### config.mk
export PLATFORM = sky130hd
export DESIGN_NAME = uart_cmd_ctrl
export DESIGN_NICKNAME = d
export VERILOG_FILES = /design/src/rtl/uart_cmd_ctrl.sv
export SDC_FILE = /design/constraint.sdc
export NUM_CORES = 1
export LEC_CHECK = 0
export ABC_AREA = 1
export CORE_ASPECT_RATIO = 1.25
export CORE_MARGIN = 2
export CORE_UTILIZATION = 45
export CTS_CLUSTER_DIAMETER = 60
export CTS_CLUSTER_SIZE = 40
export DETAILED_ROUTE_END_ITERATION = 8
export PLACE_DENSITY = 0.73
export RECOVER_POWER = 25
export SYNTH_ARGS = -nofsm -noshare
export SYNTH_HDL_FRONTEND = slang
export SYNTH_SLANG_ARGS = --single-unit
### constraint.sdc
create_clock -name Clk -period 1.93 [get_ports Clk]
set_input_delay 0.386 -clock Clk [delete_from_list [all_inputs] [get_ports Clk]]
set_output_delay 0.386 -clock Clk [all_outputs]
set_load 0.005 [all_outputs]
### src/rtl/uart_cmd_ctrl.sv
// Frames UART receiver bytes into [SYNC][ADDR][DATA][CHK] commands that write a 4 x 8-bit bank.
// Checksum and address faults and inter-byte stalls are counted as errors (saturating at 8'hFF).
module uart_cmd_ctrl #(
  parameter int          CLKS_PER_BIT = 2000000,
  parameter int          TIMEOUT_BITS = 20,
  parameter logic [7:0]  SYNC_BYTE    = 8'hA5
) (
  input  logic        Clk,
  input  logic        Rst,
  input  logic        Rx_Data_Valid,
  input  logic [7:0]  Rx_Byte,
  output logic [31:0] Reg_Out,
  output logic        Wr_Strobe,
  output logic [1:0]  Wr_Addr,
  output logic [7:0]  Wr_Data,
  output logic        Frame_Err,
  output logic        Timeout_Err,
  output logic [7:0]  Err_Count,
  output logic        Busy
);

  localparam logic [31:0] TO_LIMIT = 32'(TIMEOUT_BITS * CLKS_PER_BIT - 1);

  typedef enum logic [1:0] {IDLE, ADDR, DATA, CHK} state_t;

  state_t      r_state;
  logic        r_dv_q;
  logic [31:0] r_to_cnt;
  logic [7:0]  r_addr;
  logic [7:0]  r_data;
  logic        r_bad_addr;
  logic        r_wr_pend;
  logic        r_err_pend;
  logic [31:0] r_reg_out;
  logic        r_wr_strobe;
  logic [1:0]  r_wr_addr;
  logic [7:0]  r_wr_data;
  logic        r_frame_err;
  logic        r_to_err;
  logic [7:0]  r_err_count;
  logic        r_busy;

  logic w_byte_evt;
  logic w_to_hit;
  logic w_err_inc;

  assign w_byte_evt = Rx_Data_Valid & ~r_dv_q;
  assign w_to_hit   = (r_state != IDLE) && !w_byte_evt && (r_to_cnt == TO_LIMIT);
  assign w_err_inc  = r_err_pend | w_to_hit;

  always_ff @(posedge Clk) begin
    if (Rst) begin
      r_state     <= IDLE;
      r_dv_q      <= 1'b1;
      r_to_cnt    <= '0;
      r_addr      <= '0;
      r_data      <= '0;
      r_bad_addr  <= 1'b0;
      r_wr_pend   <= 1'b0;
      r_err_pend  <= 1'b0;
      r_reg_out   <= '0;
      r_wr_strobe <= 1'b0;
      r_wr_addr   <= '0;
      r_wr_data   <= '0;
      r_frame_err <= 1'b0;
      r_to_err    <= 1'b0;
      r_err_count <= '0;
      r_busy      <= 1'b0;
    end else begin
      r_dv_q     <= Rx_Data_Valid;
      r_wr_pend  <= 1'b0;
      r_err_pend <= 1'b0;
      r_to_err   <= 1'b0;

      case (r_state)
        IDLE: begin
          r_to_cnt <= '0;
          if (w_byte_evt && Rx_Byte == SYNC_BYTE) begin
            r_state <= ADDR;
            r_busy  <= 1'b1;
          end
        end
        default: begin
          if (w_byte_evt) begin
            r_to_cnt <= '0;
            case (r_state)
              ADDR: begin
                r_addr     <= Rx_Byte;
                r_bad_addr <= |Rx_Byte[7:2];
                r_state    <= DATA;
              end
              DATA: begin
                r_data  <= Rx_Byte;
                r_state <= CHK;
              end
              CHK: begin
                if (Rx_Byte == (SYNC_BYTE ^ r_addr ^ r_data) && !r_bad_addr)
                  r_wr_pend  <= 1'b1;
                else
                  r_err_pend <= 1'b1;
                r_state <= IDLE;
                r_busy  <= 1'b0;
              end
              default: ;
            endcase
          end else if (w_to_hit) begin
            r_to_err <= 1'b1;
            r_to_cnt <= '0;
            r_state  <= IDLE;
            r_busy   <= 1'b0;
          end else begin
            r_to_cnt <= r_to_cnt + 32'd1;
          end
        end
      endcase

      // r_addr/r_data cannot change the cycle after CHK: the FSM is at best back in ADDR.
      r_wr_strobe <= r_wr_pend;
      r_frame_err <= r_err_pend;
      if (r_wr_pend) begin
        r_reg_out[{r_addr[1:0], 3'b000} +: 8] <= r_data;
        r_wr_addr <= r_addr[1:0];
        r_wr_data <= r_data;
      end

      if (w_err_inc && r_err_count != 8'hFF)
        r_err_count <= r_err_count + 8'd1;
    end
  end

  assign Reg_Out     = r_reg_out;
  assign Wr_Strobe   = r_wr_strobe;
  assign Wr_Addr     = r_wr_addr;
  assign Wr_Data     = r_wr_data;
  assign Frame_Err   = r_frame_err;
  assign Timeout_Err = r_to_err;
  assign Err_Count   = r_err_count;
  assign Busy        = r_busy;

endmodule

Word-level counts from Yosys, hierarchy flattened. Cells that the tools add are included.

Bits of input ports: 11. Bits in latches: 0. Bits in read-only memories: 0. Memories kept: 0. Bits in registers: 108. Word-level logic and storage cells: 71. RAM bits: 0.

Shift operators: 2. Reductions and logical operators: 18. $lt $le $gt $ge: 0. $add $sub $neg: 3. Muxes and demuxes: 14. $mul: 0. Bitwise operators: 8. Eq/ne operators: 10. Div/mod/pow operators: 0.

Operator list (count): adder 32 x 1 -> 32 bit (second input constant) (1); bitwise mux 32 bit (1); equality test 32 x 26 -> 1 bit (second input constant) (1); variable shift 8 x 7 -> 32 bit (first input constant) (1); variable part select 8 x 7 -> 32 bit (1); AND reduction 3 bit (4); adder 8 x 1 -> 8 bit (second input constant) (1); equality test 8 bit (1); equality test 8 bit (second input constant) (1); 2-to-1 mux 1 bit (8); 2-to-1 mux 2 bit (4); != test 8 bit (second input constant) (1); OR reduction 4 bit (2); bitwise XOR 8 bit (1); negator 5 -> 7 bit (1); one-hot mux 2 bit (3 select lines) (1); OR reduction 6 bit (1); logical AND 1 bit (5); != test 5 x 1 -> 1 bit (second input constant) (1); equality test 2 bit (second input constant) (2); NOT 1 bit (4); NOT 4 bit (1); != test 3 x 1 -> 1 bit (second input constant) (1); nonzero test 3 bit (1); other kinds (8) (9).

Logic depth before layout (Yosys ltp).
Word-level depth: 8. Gate-level depth with buffers: 10. Gate-level depth less buffers: 10.

Worst setup path before layout. OpenSTA, ideal clock, no wires.

Path kind: register to register. Start point: reg r_addr[0]. End point: reg r_reg_out[16] (netlist: Reg_Out[16]). Data arrival time: 1.815 ns. Data required time: 1.860 ns. Slack: 0.045 ns. Clock period less this slack: 1.885 ns. Stages on the path, launching flop included: 8. Cells stage by stage: dfxtp_1 > clkbuf_1 > inv_1 > ha_1 > nand2_1 > nor3_1 > nand2_1 > a21oi_1.

Cells in the longest elaborated chain, start to end: 3.

RTL lines: start, declared (RTL line 29) `logic [7:0] r_addr;`; start signal, assigned (RTL line 88) `r_addr <= Rx_Byte;`; negator 5 -> 7 bit * (RTL line 121) `r_reg_out[{r_addr[1:0], 3'b000} +: 8] <= r_data;`; variable part select 8 x 7 -> 32 bit or variable shift 8 x 7 -> 32 bit (tied branches) (RTL line 121); bitwise mux 32 bit * (RTL line 121); end signal, assigned by index (RTL line 121); end, declared (RTL line 34) `logic [31:0] r_reg_out;`.

Mark *: on every way between the ends. The rest lies on a longest branch, timed or not. A chain may end at the register's enable or synchronous reset.

Final worst setup path.
Start point: reg r_err_count[2] (netlist: Err_Count[2]). End point: out Err_Count[2].

RTL lines: start, declared (RTL line 40) `logic [7:0] r_err_count;`; start signal, assigned (RTL line 127) `r_err_count <= r_err_count + 8'd1;`; end, declared (RTL line 18) `output logic [7:0] Err_Count,`.

No word-level cell between the ends.

==> run_results.csv <==
group,metric,value,unit
die,start_util,45.5,%
sta,tightest_slew,0.476,ns
yosys,synth.area.mux_share,0,%
yosys,avgSynthCellArea,7.10,um2
run,drv_cap,0,
cells_and_area,layout_commonest_cell,"nand2_1",
cells_and_area,antennaDiodeCount,0,
power_and_ir_drop,p_leak,2.23,nW
cts,clock-sinks,108,
worst_setup_path,r2r_cells,10,
hold_path,min_to,"r_state[1]",
yosys,synth_xor_area_share,4.21,%
sta,finalCritPeriodShare,90.5,%
status,status,"finished clean",
sta,maxSlewHeadroom,68.3,%
yosys,synth-seq-area-share,43.3,%
cts,cts_root_buf,"clkbuf_16",
worst_setup_path,end_kind,"output pin",
power_and_ir_drop,vdd_drop_max,497,uV
yosys,synth_flop_cell,"dfxtp_1",
sta,post-route-min-period,1.75,ns
worst_setup_path,arrival,1.36,ns
worst_setup_path,crit_chain,"clkdlybuf4s50_1",
worst_setup_path,worstSetupPathType,"flip-flop to output pin",
cells_and_area,multi_input_area,0.00249,mm2
worst_setup_path,cp_num_buf_inv,1,
worst_setup_path,critPathSlowestCell,"clkdlybuf4s50_1",
yosys,syn_inst,704,
cells_and_area,final_cell_mix,"nand2_1 (198), dfxtp_1 (108), a21oi_1 (85)",
global_routing,grt_pass1_vias,4695,
sta,tns,0,ns
sta,fmax,0.573,GHz
hold_path,hold_class,"primary input to flip-flop",
cells_and_area,fillers,1038,
worst_setup_path,r2r-start,"r_to_cnt[0]",
yosys,synth.distinct_cells,34,
cts,cts_tree,"built",
yosys,yosys.area_share.simple,32.7,%
hold_path,holdCritStartpoint,"Rst",
drt,drtIter0Drc,264,
yosys,synthesis.nets,722,
drt,route.detailed.drc,0,
worst_setup_path,crit_family,"buffers and inverters",
hold_path,min_delay_path_depth,2,
drt,ant_nets,0,
placement,dp_cells,900,
cells_and_area,area.growth.synth_to_final,22.4,%
global_routing,grt_usage,22.0,%
yosys,synth_adder_area_share,1.75,%
drt,wl_per_cell,14.0,um
yosys,synth_top_family_by_area,"simple AND/OR/NAND/NOR gates",
yosys,syn_area,0.00500,mm2
sta,hold_viol,0,
drt,vias_per_cell,5.25,
sta,finalSetupViolCount,0,
drt,wl,12800,um
placement,place.gp.congestion,0.962,
worst_setup_path,cp.required,1.54,ns
worst_setup_path,start_kind,"flip-flop",
cts,cts_resized,0,
drt,first_pass_iters,5,
cells_and_area,drive_gt1_share,6.53,%
cts,clk-insertion-delay-late,0.35,ns
worst_setup_path,reg2reg_slack,0.18,ns
cells_and_area,fin_nets,794,
placement,hpwlAfterDp,9730,um
cts,cts_hold_buf,0,
sta,timing.hold.ws,0.308,ns
sta,finClkSkew,0.00868,ns
die,ios,65,
cells_and_area,fin_cells,916,
worst_setup_path,critical_path.max_fanout,6,
die,core_area,0.0110,mm2
cts,clock_path_buffers,2,
die,rows,43,
yosys,synth_seq_cells,108,
global_routing,grt-ovfl-total,0,
cts,htree_levels,3,
global_routing,antenna_found_initial,0,
sta,rsz0062_at_grt,"false",
yosys,yosys_warnings,0,
die,dieArea,0.0120,mm2
die,die_h,122,um
cells_and_area,ff_latch_area,0.00216,mm2
cells_and_area,fin_util,55.7,%
cts,cts_made_buffers,9,
worst_setup_path,r2r-end,"Err_Count[3]",
worst_setup_path,slowest_delay,0.55,ns
placement,portBuffers,64,
yosys,synth_compound_area_share,11.3,%
die,die_x,98.3,um
power_and_ir_drop,power-per-cell-area,677,mW/mm2
placement,post-place-ws,0.0167,ns
global_routing,grt_pass1_wl,21100,um
sta,timing.final.ws_setup,0.183,ns
yosys,synth_edf_count,0,
yosys,async_reset_ff_share,0,%
cts,post_cts_buffers,0,
global_routing,grt_max_degree,50,
sta,slew_violations,0,
drt,num_vias,4807,
cts,path_clk_slew,0.07,ns
## synthesized netlist by cell type (3+ instances only)
cell type,instances,share of area [%]
o21ai_0,22,2.2
nand3_1,37,3.7
a21oi_1,85,8.5
buf_2,6,0.60
xor2_1,14,2.5
nor2_1,69,5.2
nor3_2,3,0.60
nor3_1,21,2.1
nand2_1,198,15
ha_1,7,1.8
xnor2_1,10,1.8
inv_1,70,5.3
nand4_1,11,1.4
nand2_2,4,0.50
nand3_2,4,0.80
clkbuf_1,8,0.60
dfxtp_1,108,43
or2_2,4,0.50
## report_power, final
group	total, mW	leakage, nW	internal, mW	switching, mW
logic	0.0813	1.22	0.0295	0.0518
clock network	1.83	0.142	0.945	0.889
registers	2.23	0.870	2.23	0.000856
## layer usage
layer	track usage, %	part of all wire [%]	vias to the layer above
met3	3.79	3.6	59
met5	0	0	-
met4	15.8	6.7	0
met2	38.9	50	134
met1	23.5	39	2202
li1	-	-	2412
## logic make-up after synthesis
kind of cell,count (synthesis)
AO/OA/AOI/OAI,111
buffers and inverters,88
adder cells (fa/ha/maj),7
XOR/XNOR,24
flip-flops,108
AND/OR/NAND/NOR,366
## registers in the layout, summed over array words and instances, names as in the netlist, 2 cells and up
register,flops
r_data,8
Reg_Out,32
r_state,2
r_addr,8
Wr_Data,8
Err_Count,8
r_to_cnt,32
Wr_Addr,2
## stage by stage
| stage | cell area [um2] | power (mW) |
|---|---|---|
| floorplan | 5000 | 2.32 |
| global placement | 5840 | 2.36 |
| detailed placement | 5840 | 2.36 |
| CTS | 6140 | 4.17 |
| global route | 6120 | 4.27 |
| finish | 6120 | 4.14 |
## worst max-delay path by stage
| stage | endpoint | cells past startpoint | startpoint |
|---|---|---|---|
| after floorplan | Reg_Out[16] | 7 | r_addr[0] |
| after detailed placement | r_addr[2] | 8 | Rx_Data_Valid |
| after CTS | Err_Count[2] | 1 | Err_Count[2] |
| after global routing | Err_Count[3] | 10 | r_to_cnt[0] |
| after global placement | Busy | 8 | Rx_Data_Valid |
| final | Err_Count[2] | 1 | Err_Count[2] |
## layout make-up
class	count	area share (%)
repair buffers	77	12.0
clock buffers	11	3.97
well taps	135	2.76
clock inverters	5	0.818
flip-flops and latches	108	35.3
inverters	72	4.42
multi-input cells	508	40.7
Note: power is estimated with default switching activity, not from simulation.
